### src/rtl/udp_vlg_pkg.sv
// Shared types for the UDP receive path: port-binding entries and sizing helpers.
package udp_vlg_pkg;

  localparam int UDP_DISP_MAX_N = 16;

  typedef struct packed {
    logic        en;
    logic [15:0] port;
  } udp_bind_t;

  // Index width that stays legal for a single-entry table.
  function automatic int udp_idx_w(input int n);
    return (n > 1) ? $clog2(n) : 1;
  endfunction

endpackage

### src/rtl/udp_vlg_port_match.sv
// Combinational priority matcher: reports the lowest enabled binding whose port equals i_port.
module udp_vlg_port_match
  import udp_vlg_pkg::*;
#(
  parameter int N  = 4,
  parameter int IW = udp_idx_w(N)
) (
  input  udp_bind_t       i_tbl [N],
  input  logic [15:0]     i_port,
  output logic            o_hit,
  output logic [IW-1:0]   o_idx
);

  // Scan from the top so the lowest matching index is the last one written.
  always_comb begin
    o_hit = 1'b0;
    o_idx = '0;
    for (int i = N - 1; i >= 0; i--) begin
      if (i_tbl[i].en && (i_tbl[i].port == i_port)) begin
        o_hit = 1'b1;
        o_idx = IW'(i);
      end
    end
  end

endmodule

### src/rtl/udp_vlg_rx_dispatch.sv
// Routes each UDP RX datagram to the consumer channel bound to its dst_port; unmatched
// datagrams are dropped and counted. One register stage, no backpressure.
//
//  state   | meaning
//  IDLE    | waiting for a start-of-datagram byte
//  FWD     | forwarding the current datagram to channel r_sel
//  DROP    | discarding an unmatched datagram until its eof
module udp_vlg_rx_dispatch
  import udp_vlg_pkg::*;
#(
  parameter int N = 4
) (
  input  logic                    clk,
  input  logic                    rst_n,
  input  logic [7:0]              in_dat,
  input  logic                    in_val,
  input  logic                    in_sof,
  input  logic                    in_eof,
  input  logic                    in_err,
  input  logic [15:0]             in_dst_port,
  input  logic                    cfg_wr,
  input  logic [udp_idx_w(N)-1:0] cfg_idx,
  input  logic [15:0]             cfg_port,
  input  logic                    cfg_en,
  output logic [7:0]              out_dat,
  output logic [N-1:0]            out_val,
  output logic [N-1:0]            out_sof,
  output logic [N-1:0]            out_eof,
  output logic [N-1:0]            out_err,
  output logic                    busy,
  output logic [15:0]             drop_cnt
);

  localparam int IW = udp_idx_w(N);

  localparam logic [1:0] ST_IDLE = 2'd0;
  localparam logic [1:0] ST_FWD  = 2'd1;
  localparam logic [1:0] ST_DROP = 2'd2;

  udp_bind_t       r_tbl [N];
  logic [1:0]      r_state;
  logic [IW-1:0]   r_sel;
  logic            r_pend;
  logic [15:0]     r_drop_cnt;
  logic [7:0]      r_out_dat;
  logic [N-1:0]    r_out_val;
  logic [N-1:0]    r_out_sof;
  logic [N-1:0]    r_out_eof;
  logic [N-1:0]    r_out_err;

  logic            w_hit;
  logic [IW-1:0]   w_idx;
  logic            w_sof_take;
  logic [1:0]      w_state_nxt;
  logic [IW-1:0]   w_sel_nxt;
  logic            w_pend_nxt;
  logic            w_drop_inc;
  logic [N-1:0]    w_val_nxt;
  logic [N-1:0]    w_sof_nxt;
  logic [N-1:0]    w_eof_nxt;
  logic [N-1:0]    w_err_nxt;

  udp_vlg_port_match #(
    .N  (N),
    .IW (IW)
  ) u_match (
    .i_tbl  (r_tbl),
    .i_port (in_dst_port),
    .o_hit  (w_hit),
    .o_idx  (w_idx)
  );

  assign w_sof_take = in_val && in_sof;

  always_comb begin
    w_state_nxt = r_state;
    w_sel_nxt   = r_sel;
    w_pend_nxt  = r_pend;
    w_drop_inc  = 1'b0;
    w_val_nxt   = '0;
    w_sof_nxt   = '0;
    w_eof_nxt   = '0;
    w_err_nxt   = '0;
    case (r_state)
      ST_IDLE: begin
        w_pend_nxt = 1'b0;
        if (w_sof_take) begin
          if (w_hit) begin
            w_val_nxt[w_idx] = 1'b1;
            w_sof_nxt[w_idx] = 1'b1;
            w_eof_nxt[w_idx] = in_eof;
            w_sel_nxt        = w_idx;
            if (!in_eof) w_state_nxt = ST_FWD;
          end else begin
            w_drop_inc = 1'b1;
            if (!in_eof) w_state_nxt = ST_DROP;
          end
        end
      end
      ST_FWD: begin
        if (in_err) begin
          w_err_nxt[r_sel] = 1'b1;
          w_eof_nxt[r_sel] = 1'b1;
          w_pend_nxt       = 1'b0;
          w_state_nxt      = ST_IDLE;
        end else if (w_sof_take) begin
          // Missing eof: abort the old datagram and start the new one in the same cycle.
          w_err_nxt[r_sel] = 1'b1;
          w_pend_nxt       = 1'b0;
          if (!w_hit) begin
            w_drop_inc  = 1'b1;
            w_state_nxt = in_eof ? ST_IDLE : ST_DROP;
          end else if (w_idx != r_sel) begin
            w_val_nxt[w_idx] = 1'b1;
            w_sof_nxt[w_idx] = 1'b1;
            w_eof_nxt[w_idx] = in_eof;
            w_sel_nxt        = w_idx;
            w_state_nxt      = in_eof ? ST_IDLE : ST_FWD;
          end else begin
            // Same channel: err owns this cycle, sof moves to the next valid byte.
            w_pend_nxt  = !in_eof;
            w_state_nxt = in_eof ? ST_IDLE : ST_FWD;
          end
        end else if (in_val) begin
          w_val_nxt[r_sel] = 1'b1;
          w_sof_nxt[r_sel] = r_pend;
          w_eof_nxt[r_sel] = in_eof;
          w_pend_nxt       = 1'b0;
          if (in_eof) w_state_nxt = ST_IDLE;
        end
      end
      ST_DROP: begin
        if (in_err || (in_val && in_eof)) w_state_nxt = ST_IDLE;
      end
      default: w_state_nxt = ST_IDLE;
    endcase
  end

  always_ff @(posedge clk or negedge rst_n) begin
    if (!rst_n) begin
      for (int i = 0; i < N; i++) r_tbl[i] <= '0;
    end else if (cfg_wr && (int'(cfg_idx) < N)) begin
      r_tbl[cfg_idx] <= '{en: cfg_en, port: cfg_port};
    end
  end

  always_ff @(posedge clk or negedge rst_n) begin
    if (!rst_n) begin
      r_state    <= ST_IDLE;
      r_sel      <= '0;
      r_pend     <= 1'b0;
      r_drop_cnt <= '0;
      r_out_dat  <= '0;
      r_out_val  <= '0;
      r_out_sof  <= '0;
      r_out_eof  <= '0;
      r_out_err  <= '0;
    end else begin
      r_state   <= w_state_nxt;
      r_sel     <= w_sel_nxt;
      r_pend    <= w_pend_nxt;
      r_out_dat <= in_dat;
      r_out_val <= w_val_nxt;
      r_out_sof <= w_sof_nxt;
      r_out_eof <= w_eof_nxt;
      r_out_err <= w_err_nxt;
      if (w_drop_inc && (r_drop_cnt != 16'hFFFF)) r_drop_cnt <= r_drop_cnt + 16'd1;
    end
  end

  assign out_dat  = r_out_dat;
  assign out_val  = r_out_val;
  assign out_sof  = r_out_sof;
  assign out_eof  = r_out_eof;
  assign out_err  = r_out_err;
  assign busy     = (r_state != ST_IDLE);
  assign drop_cnt = r_drop_cnt;

endmodule

### config.mk
export PLATFORM = sky130hd
export DESIGN_NAME = udp_vlg_rx_dispatch
export DESIGN_NICKNAME = d
export VERILOG_FILES = /design/src/rtl/udp_vlg_pkg.sv /design/src/rtl/udp_vlg_port_match.sv /design/src/rtl/udp_vlg_rx_dispatch.sv
export SDC_FILE = /design/constraint.sdc
export NUM_CORES = 1
export LEC_CHECK = 0
export BUFFER_PORTS_ARGS = -buffer_cell sky130_fd_sc_hd__buf_2
export CORE_MARGIN = 2
export CORE_UTILIZATION = 45
export CTS_BUF_LIST = sky130_fd_sc_hd__clkbuf_2
export CTS_CLUSTER_DIAMETER = 120
export DETAILED_ROUTE_END_ITERATION = 10
export GPL_TIMING_DRIVEN = 0
export PLACE_DENSITY = 0.63
export SLEW_MARGIN = 30
export SYNTH_ARGS = -nofsm -noshare
export SYNTH_HDL_FRONTEND = slang
export SYNTH_SLANG_ARGS = --single-unit
### constraint.sdc
create_clock -name clk -period 2.5 [get_ports clk]
set_input_delay 0.5 -clock clk [delete_from_list [all_inputs] [get_ports clk]]
set_output_delay 0.5 -clock clk [all_outputs]
set_load 0.03 [all_outputs]
==> results by stage, run 1 <==
STA:
- Setup violations remaining at the end of the flow were counted as 0.
- The hold violation total from the final report came to 0.
- Hold is met by 0.0559 ns.
- The count of final max-slew check failures was 0.
- In this run the tightest slew margin relative to its limit is a little under half.
- The least setup slack across all paths after layout is 0.0104 ns.
- The worst path needs 2.49 ns of the cycle, external delays included.
- The worst-margin pin slew is between 0.8 and 0.9 ns.
- Static timing analysis puts the maximum clock frequency at approximately 0.4 GHz.
- Setup repair after global routing could not meet its margin everywhere.
- The setup clock skew after layout is 0.0270 ns.
- The fraction of the cycle the final worst path needs is 99.6%.

Synth:
- Synthesis produced a netlist with a net count of just over 500.
- The leading area contributor after synthesis is sky130_fd_sc_hd__dfrtp_1.
- The multiplexer fraction of the synthesized cell area is 14.2%.
- The number of different library cells used by synthesis comes to 52.
- Summing every instance area after synthesis gives approximately 0.0055 mm².
- Summing the areas of all compound-gate instances in the mapped netlist gives a little under 6% of the synthesized area.
- Ranked by instance count, the synthesized netlist is headed by 113 x sky130_fd_sc_hd__dfrtp_1, 69 x sky130_fd_sc_hd__mux2_2, 65 x sky130_fd_sc_hd__xor2_1.
- For this run, the register share of the synthesized area comes to around 52%.
- The flop and latch count out of synthesis is between 100 and 150.
- After synthesis, the mean cell area works out to approximately 12 µm².
- The gate count after technology mapping is roughly 460.
- The total of warnings raised by yosys is 0.
- The fraction of the mapped netlist area in simple logic gates is roughly 14%.
- The most frequent cell after synthesis is sky130_fd_sc_hd__dfrtp_1.
- The parity-gate share of the synthesized area counting xor and xnor cells is between 10 and 15%.
- The main combinational cell family by area after synthesis is multiplexers.
- For this run, the leading register cell type out of synthesis is sky130_fd_sc_hd__dfrtp_1.
- Counting flops with an async set or reset pin after synthesis yields a share of 100%.
- The synthesized design contains 0 enable-type register cells.
- The synthesized netlist devotes 0.229% of its cell area to adder and majority cells.
- Yosys attributes the largest share of cell area to sky130_fd_sc_hd__dfrtp_1 52%, sky130_fd_sc_hd__mux2_2 14%, sky130_fd_sc_hd__xor2_1 10%.
- The fraction of synthesized cell area taken by the top area cell type is approximately half.

Setup path:
- The critical register-to-register path endpoint is out_eof[2]$_DFF_PN0_.
- The maximum fanout along the worst path is 3.
- The setup slack of the worst register-to-register path is roughly 0.010 ns.
- The required time at the worst-slack endpoint is approximately 3.1 ns.
- The worst setup path is launched from a flip-flop.
- The arrival time at the worst endpoint is 3.09 ns.
- The launching instance or port of the critical path is r_tbl[25]$_DFFE_PN0P_.
- The critical path class is flip-flop to flip-flop.
- The worst setup path is captured at a flip-flop.
- The depth of the worst register-to-register path is 8.
- The startpoint identified for the worst register-to-register timing path is r_tbl[25]$_DFFE_PN0P_.

Pwr:
- The internal portion of the total power is between 2 and 3 mW.
- The net switching power is 1.48 mW.
- The cell area power density is between 600 and 700 mW/mm².
- In this run switching power makes up between 30 and 40% of total power.
- The clock network is responsible for 23.2% of the overall power.
- The combinational group share of total power is 24.6%.
- The leakage power figure is about 3.1 nW.
- The sequential group share of total power is a little over half.
- The worst voltage drop across the vdd grid is between 0.3 and 0.4 mV.

Layout:
- The share of post-route cells with drive strength above 1 is 42.1%.
- The layout has ~1100 filler cells.
- The number of antenna diodes in the final layout is 0.
- Relative to the synthesized area, the layout overhead comes to 23.9%.
- The combined area of the multi-input logic cells is about 0.0028 mm².
- The final net count is 640.
- The footprint of the flip-flops and latches is ~0.0028 mm².
- The cell area after layout is 0.00678 mm².
- The finished layout holds ~750 standard cells, fillers aside.

Clock tree:
- The number of buffers on the longest clock path is 2.
- In this run the number of H-tree levels came out at 4.
- The clock latency on the worst-skew pair is about 0.70 ns.
- The clock transition time at the flip-flop clock pins of the worst setup and hold paths is 0.17 ns.
- TritonCTS built the clock tree.
- The tree is rooted in a sky130_fd_sc_hd__clkbuf_2.
- Buffers inserted during clock tree synthesis total 17.
- The CTS sink count is about 110.

Floorplanning:
- The core region is around 0.012 mm².
- Measured along the x axis, the die boundary spans approximately 110 µm.
- The die covers ~0.013 mm².
- The vertical die dimension is 114 µm.
- The row count is 40.
- The I/O pin count is 91.
- The initial core utilization is a little under half.

Min path:
- The startpoint of the lowest-slack hold path is cfg_port[11].
- The count of cells along the worst hold path is 2.
- The path with the worst hold slack has its endpoint at r_tbl[45]$_DFFE_PN0P_.
- In this run the worst hold path is classified as input pin to flip-flop.

Global routing:
- After global routing the overflow that remains totals 0.
- The maximum number of pins on one net before global-route repair is 60.
- The initial antenna violation count is 0.
- The global-route wire length before repair is 20.7 mm.
- The all-layer global routing usage is 21.1%.
- The via count of the first global-routing pass is ~4000.

Placed design:
- Once placement finished, the instance area stood at about 0.0061 mm².
- The worst slack at placement is -0.539 ns.
- The count of input and output buffers is a little under 90.
- The count of placed standard cells including taps is between 600 and 700.
- The weighted congestion reported at the end of routability-driven placement is approximately 0.86.
- The wire-length estimate of the detail-placed layout is between 9 and 10 mm.

Routing:
- In the routed design, unresolved DRC markers number 0.
- After detailed routing, the average wire length per cell comes to roughly 17 µm.
- Across all layers, the routed design uses 4013 vias.
- Once detail routing completed, the nets flagged for antenna violations numbered 0.
- The detailed router finished its first iteration with between 150 and 200 violations.
- The per-cell via count in the routed design is 5.36.
- The first-pass detailed-route iteration total is 4.
- The total wirelength of the detailed-routed design is 13.0 mm.

Run:
- The number of maximum-capacitance constraint violations is 0.

Outcome:
- The flow ran to the end, and the final reports show no timing, DRC or antenna violations.
==> placed cells by master, fill, tap and decap left out, drive strengths merged, types with 4 or more instances in the layout <==
cell type | netlist | routed
nand2 | 22 | 22
or4 | 5 | 5
xnor2 | 14 | 14
nand2b | 4 | 4
dlygate4sd3 | 0 | 10
nor2 | 22 | 22
a21oi | 4 | 4
inv | 7 | 7
nor4 | 14 | 14
or2 | 6 | 6
dfrtp | 113 | 113
nand4 | 10 | 10
clkinv | 0 | 7
o21ai | 8 | 8
nand3 | 14 | 14
xor2 | 65 | 65
nor3 | 15 | 15
clkbuf | 9 | 32
buf | 2 | 106
mux2 | 69 | 69
and3 | 5 | 5
a31oi | 5 | 5
nor2b | 4 | 4
==> cell type report <==
cell class | instances | share of cell area (%)
Multi-Input combinational cell | 324 | 41.1
Timing Repair Buffer | 115 | 10.6
Tap cell | 147 | 2.71
Clock buffer | 22 | 1.62
Inverter | 7 | 0.388
Sequential cell | 113 | 41.7
Clock inverter | 9 | 0.997
Buffer | 11 | 0.794
==> metrics by stage <==
stage	utilization [%]	setup TNS [ns]	power (mW)
floorplan	-	0	2.94
global placement	51.0	-55.83	3.27
detailed placement	51.3	-11.36	3.31
CTS	54.3	0	4.39
global route	56.7	-0.387	4.65
finish	56.7	0	4.39
==> sequential cells by signal, summed over array words and instances, names as in the netlist <==
name	count
r_tbl	68
out_sof	4
r_state	2
out_err	4
r_sel	2
drop_cnt	16
out_dat	8
out_val	4
out_eof	4
r_pend	1
==> power groups by stage <==
stage                     clock, mW  combinational [mW]  sequential, mW
after floorplan                   0               0.564            2.38
after detailed placement          0               0.985            2.33
after CTS                      1.06                1.04            2.29
after global routing           1.14                1.18            2.33
after global placement            0               0.958            2.31
final                          1.02                1.08            2.29
==> kinds of logic (layout without fill, tap and decap cells) <==
family	after synthesis	in the layout
buffers and inverters	18	164
DFF	113	113
xor gates and xnor gates	79	79
and+or+nand+nor	136	136
adders and majority gates	1	1
AOI/OAI and AO/OA	39	39
muxes	69	69
==> how the worst max path moves through the flow <==
| stage | end | slack (ns) | cells past startpoint |
|---|---|---|---|
| 6_report | out_eof[2]$_DFF_PN0_ | 0.01 | 8 |
| 5_1_grt | out_eof[2]$_DFF_PN0_ | -0.08 | 8 |
| 4_1_cts | out_eof[0]$_DFF_PN0_ | 0.006 | 8 |
| 3_5_place_dp | drop_cnt[10]$_DFFE_PN0P_ | -0.54 | 10 |
| 3_3_place_gp | out_eof[2]$_DFF_PN0_ | -0.49 | 9 |
| 2_1_floorplan | drop_cnt[7]$_DFFE_PN0P_ | 0.08 | 8 |
==> routing by layer <==
layer,up-vias,global-route usage [%],share of wire [%]
li1,1900,-,-
met1,1992,26.4,44
met2,103,35.0,50
met3,18,5.13,4.2
met4,0,9.02,2.1
met5,-,0,0
==> worst max-delay path: stages, from the launching register on <==
cell	delay, ns
sky130_fd_sc_hd__dfrtp_1	0.41
sky130_fd_sc_hd__xor2_1	0.18
sky130_fd_sc_hd__nor4_1	0.29
sky130_fd_sc_hd__nand4_1	0.18
sky130_fd_sc_hd__o2111a_1	0.28
sky130_fd_sc_hd__o2111a_2	0.28
sky130_fd_sc_hd__o41ai_2	0.34
sky130_fd_sc_hd__nand3_1	0.18
sky130_fd_sc_hd__o31ai_2	0.26
==> what timing repair did <==
| item | in CTS | in global routing |
|---|---|---|
| endpoints found under the hold margin | 63 | 0 |
| gates cloned | 0 | 1 |
| setup endpoints to repair | 26 | 20 |
| hold buffers | 10 | 0 |
| pin swaps | 7 | 27 |
| buffers inserted | 2 | 13 |
| resized for setup | 10 | 33 |
(Power assumes the default switching activity.)
==> inputs of run 2 (changes only) <==
Settings changed: PLACE_DENSITY 0.63 to 0.65.
==> run 2 against run 1 <==
  * Combinational power is essentially flat
  * Register-to-register slack got worse by 0.17 ns
  * Critical endpoint unchanged
  * Fmax down 6.6%
  * The run now ends with setup timing left
==> results by stage, run 2 (synthesis results as in run 1) <==
Setup path:
- The launching point of the worst reg2reg path is r_tbl[25]$_DFFE_PN0P_ (unchanged).
- The critical path class is flip-flop to flip-flop (unchanged).
- The maximum fanout along the worst path is 3 (unchanged).
- The arrival time at the worst endpoint came to 3.25 ns (was 3.09 ns).
- The launching instance or port of the critical path is r_tbl[25]$_DFFE_PN0P_ (unchanged).
- The sort of element at the start of the critical path is a flip-flop (unchanged).
- The critical path endpoint category is a flip-flop (unchanged).
- The required time at the worst-slack endpoint is 3.09 ns (was 3.10 ns).

Floorplanning:
- The I/O pin count came to 91 (unchanged).
- The area of the die is 0.0131 mm² (unchanged).
- The placeable core area came to 0.0120 mm² (unchanged).
- The die outline width is 114 µm (unchanged).
- The row count is 40 (unchanged).
- The vertical die dimension was 114 µm (unchanged).
- The initial core utilization is 45.7% (unchanged).

Placed design:
- The count of placed standard cells including taps is 691 (unchanged).
- The HPWL after detailed placement was 9.60 mm (was 9.40 mm).
- The weighted congestion reported at the end of routability-driven placement is 0.877 (was 0.859).
- The worst slack at placement was -0.503 ns (was -0.539 ns).
- The instance area after placement is 0.00614 mm² (unchanged).
- The count of input and output buffers is 88 (unchanged).

STA:
- The count of final setup violators is 4 (was 0).
- The count of final max-slew check failures is 0 (unchanged).
- The least setup slack across all paths after layout was -0.164 ns (was 0.0104 ns).
- The worst-margin pin slew is 0.734 ns (was 0.801 ns).
- The minimum clock period after layout is 2.66 ns (was 2.49 ns).
- Unrepaired setup endpoints after global routing: yes (unchanged).
- The setup clock skew after layout is 0.0157 ns (was 0.0270 ns).
- The peak clock frequency supported by timing is 0.375 GHz (was 0.402 GHz).
- The hold violation total from the final report is 0 (unchanged).
- The remaining max-slew budget at the tightest pin is 50.8% (was 46.6%).
- The fraction of the cycle the final worst path needs came to 107% (was 99.6%).

Routing:
- The detailed-route DRC error count is 0 (unchanged).
- The per-cell via count in the routed design came to 5.35 (was 5.36).
- The first-pass detailed-route iteration total was 4 (unchanged).
- The antenna violation net count after detailed routing was 0 (unchanged).
- The wire length per cell after detailed routing is 17.9 µm (was 17.3 µm).
- The total wirelength of the detailed-routed design is 13.4 mm (was 13.0 mm).
- The via count of the routed design was 4005 (was 4013).
- The count of routing violations after the opening detailed-route iteration is 130 (was 198).

Layout:
- The final net count is 642 (was 640).
- The cell area after layout was 0.00677 mm² (was 0.00678 mm²).
- The utilization after layout came to 56.6% (was 56.7%).
- The share of post-route cells with drive strength above 1 is 40.2% (was 42.1%).
- The count of placed standard cells in the final layout, fillers left out is 749 (was 748).
- The growth of design area from synthesis to finish is 23.7% (was 23.9%).
- The commonest non-fill, non-tap cell in the layout was sky130_fd_sc_hd__dfrtp_1 (unchanged).
- The number of inserted diodes is 0 (unchanged).
- The flip-flop count of the largest register after layout is 68 (unchanged).
- The register with the highest flop count is r_tbl (unchanged).
- Commonest cells after routing, fill and taps aside: 112 x sky130_fd_sc_hd__dfrtp_1, 88 x sky130_fd_sc_hd__buf_2, 69 x sky130_fd_sc_hd__mux2_2, 64 x sky130_fd_sc_hd__xor2_1 (was 112 x sky130_fd_sc_hd__dfrtp_1, 88 x sky130_fd_sc_hd__buf_2, 69 x sky130_fd_sc_hd__mux2_2, 62 x sky130_fd_sc_hd__xor2_1).

Pwr:
- The worst voltage drop across the vdd grid came to 0.336 mV (was 0.347 mV).
- The net switching power was 1.47 mW (was 1.48 mW).
- The switching part of the total power was 32.8% (was 33.7%).
- The cell area power density was 660 mW/mm² (was 648 mW/mm²).
- The leakage power figure is 3.13 nW (was 3.12 nW).
- The combinational group share of total power is 24.1% (was 24.6%).
- The sequential group share of total power came to 51.5% (was 52.2%).
- The internal power summed over all cells was 3.00 mW (was 2.91 mW).
- The total power of the final layout is 4.47 mW (was 4.39 mW).
- The clock network fraction of design power is 24.5% (was 23.2%).

Global routing:
- The initial antenna violation count is 0 (unchanged).
- The total global routing overflow was 0 (unchanged).
- The all-layer global routing usage was 21.5% (was 21.1%).
- The global-route wire length before repair is 21.1 mm (was 20.7 mm).
- The maximum number of pins on one net before global-route repair was 60 (unchanged).
- The via count of the first global-routing pass is 4113 (was 4044).

Clock tree:
- The CTS sink count is 113 (unchanged).
- The CTS tree is yes (unchanged).
- The number of buffers on the longest clock path is 2 (unchanged).
- The CTS buffer count was 17 (unchanged).
- The clock transition time at the flip-flop clock pins of the worst setup and hold paths is 0.16 ns (was 0.17 ns).
- The cell chosen for the clock root is sky130_fd_sc_hd__clkbuf_2 (unchanged).
- The clock latency on the worst-skew pair is 0.69 ns (was 0.70 ns).
- The number of H-tree levels came to 4 (unchanged).

Run:
- The number of maximum-capacitance constraint violations is 0 (unchanged).

Min path:
- The path class of the lowest-slack min-delay path is input pin to flip-flop (unchanged).
- The startpoint of the lowest-slack hold path is cfg_en (was cfg_port[11]).

Outcome:
- Result of the run: finished, violations left (was completed).
- The checks that failed: setup timing.
run 2: power groups by stage:
stage	clock network (mW)	logic [mW]	registers [mW]
floorplan	0	0.564	2.38
global placement	0	0.956	2.31
detailed placement	0	0.982	2.33
CTS	1.15	1.04	2.29
global route	1.22	1.16	2.33
finish	1.09	1.08	2.30
run 2: layout make-up:
type                       instances  area, µm²
buffer                            11       50.0
clock buffer                      21        105
clock inverter                     9       92.6
fill                            1051       5190
inverter                           7       26.3
multi-input combinational        324       2750
sequential                       113       2830
tap                              147        184
timing repair buffer             117        731
run 2: routing by layer:
metal / GRT usage (%) / routed length, µm / vias to the layer above
li1: - / - / 1908
met1: 26.6 / 5840 / 1982
met2: 35.6 / 6790 / 93
met3: 5.66 / 509 / 22
met4: 9.27 / 256 / 0
met5: 0 / 0 / -
run 2: critical path, stage by stage (launching register included):
cell and delay [ns]:
sky130_fd_sc_hd__dfrtp_1 0.41, sky130_fd_sc_hd__xor2_1 0.18, sky130_fd_sc_hd__nor4_1 0.32, sky130_fd_sc_hd__nand4_1 0.21
sky130_fd_sc_hd__o2111a_1 0.30, sky130_fd_sc_hd__o2111a_2 0.31, sky130_fd_sc_hd__o41ai_2 0.32, sky130_fd_sc_hd__nand3_1 0.18
sky130_fd_sc_hd__o31ai_2 0.33
run 2: repair_timing:
action	in CTS	in global routing
hold buffers	17	0
pin swaps	4	20
hold endpoints to repair	76	0
gates resized for setup	9	23
endpoints found under the setup margin	25	20
cloned	0	1
setup buffers	1	9
run 2: final timing paths:
path / depth (start not counted) / slack, ns / to
worst min register to register: 1 / 0.49 / drop_cnt[10]$_DFFE_PN0P_
worst min-delay path: 2 / 0.08 / r_tbl[16]$_DFFE_PN0P_
worst max register to register: 8 / -0.16 / out_eof[2]$_DFF_PN0_
min in group asynchronous: 2 / 0.30 / out_val[2]$_DFF_PN0_
max in group asynchronous: 3 / 1.56 / out_dat[3]$_DFF_PN0_
worst max-delay path: 8 / -0.16 / out_eof[2]$_DFF_PN0_
run 2: per-stage QoR:
stage	TNS [ns]	hold WS, ns
after floorplan	0	0.204
after global placement	-53.00	0.471
after detailed placement	-10.12	0.449
after CTS	-0.0221	0.00106
after global routing	-0.486	0.00735
final	-0.308	0.0757
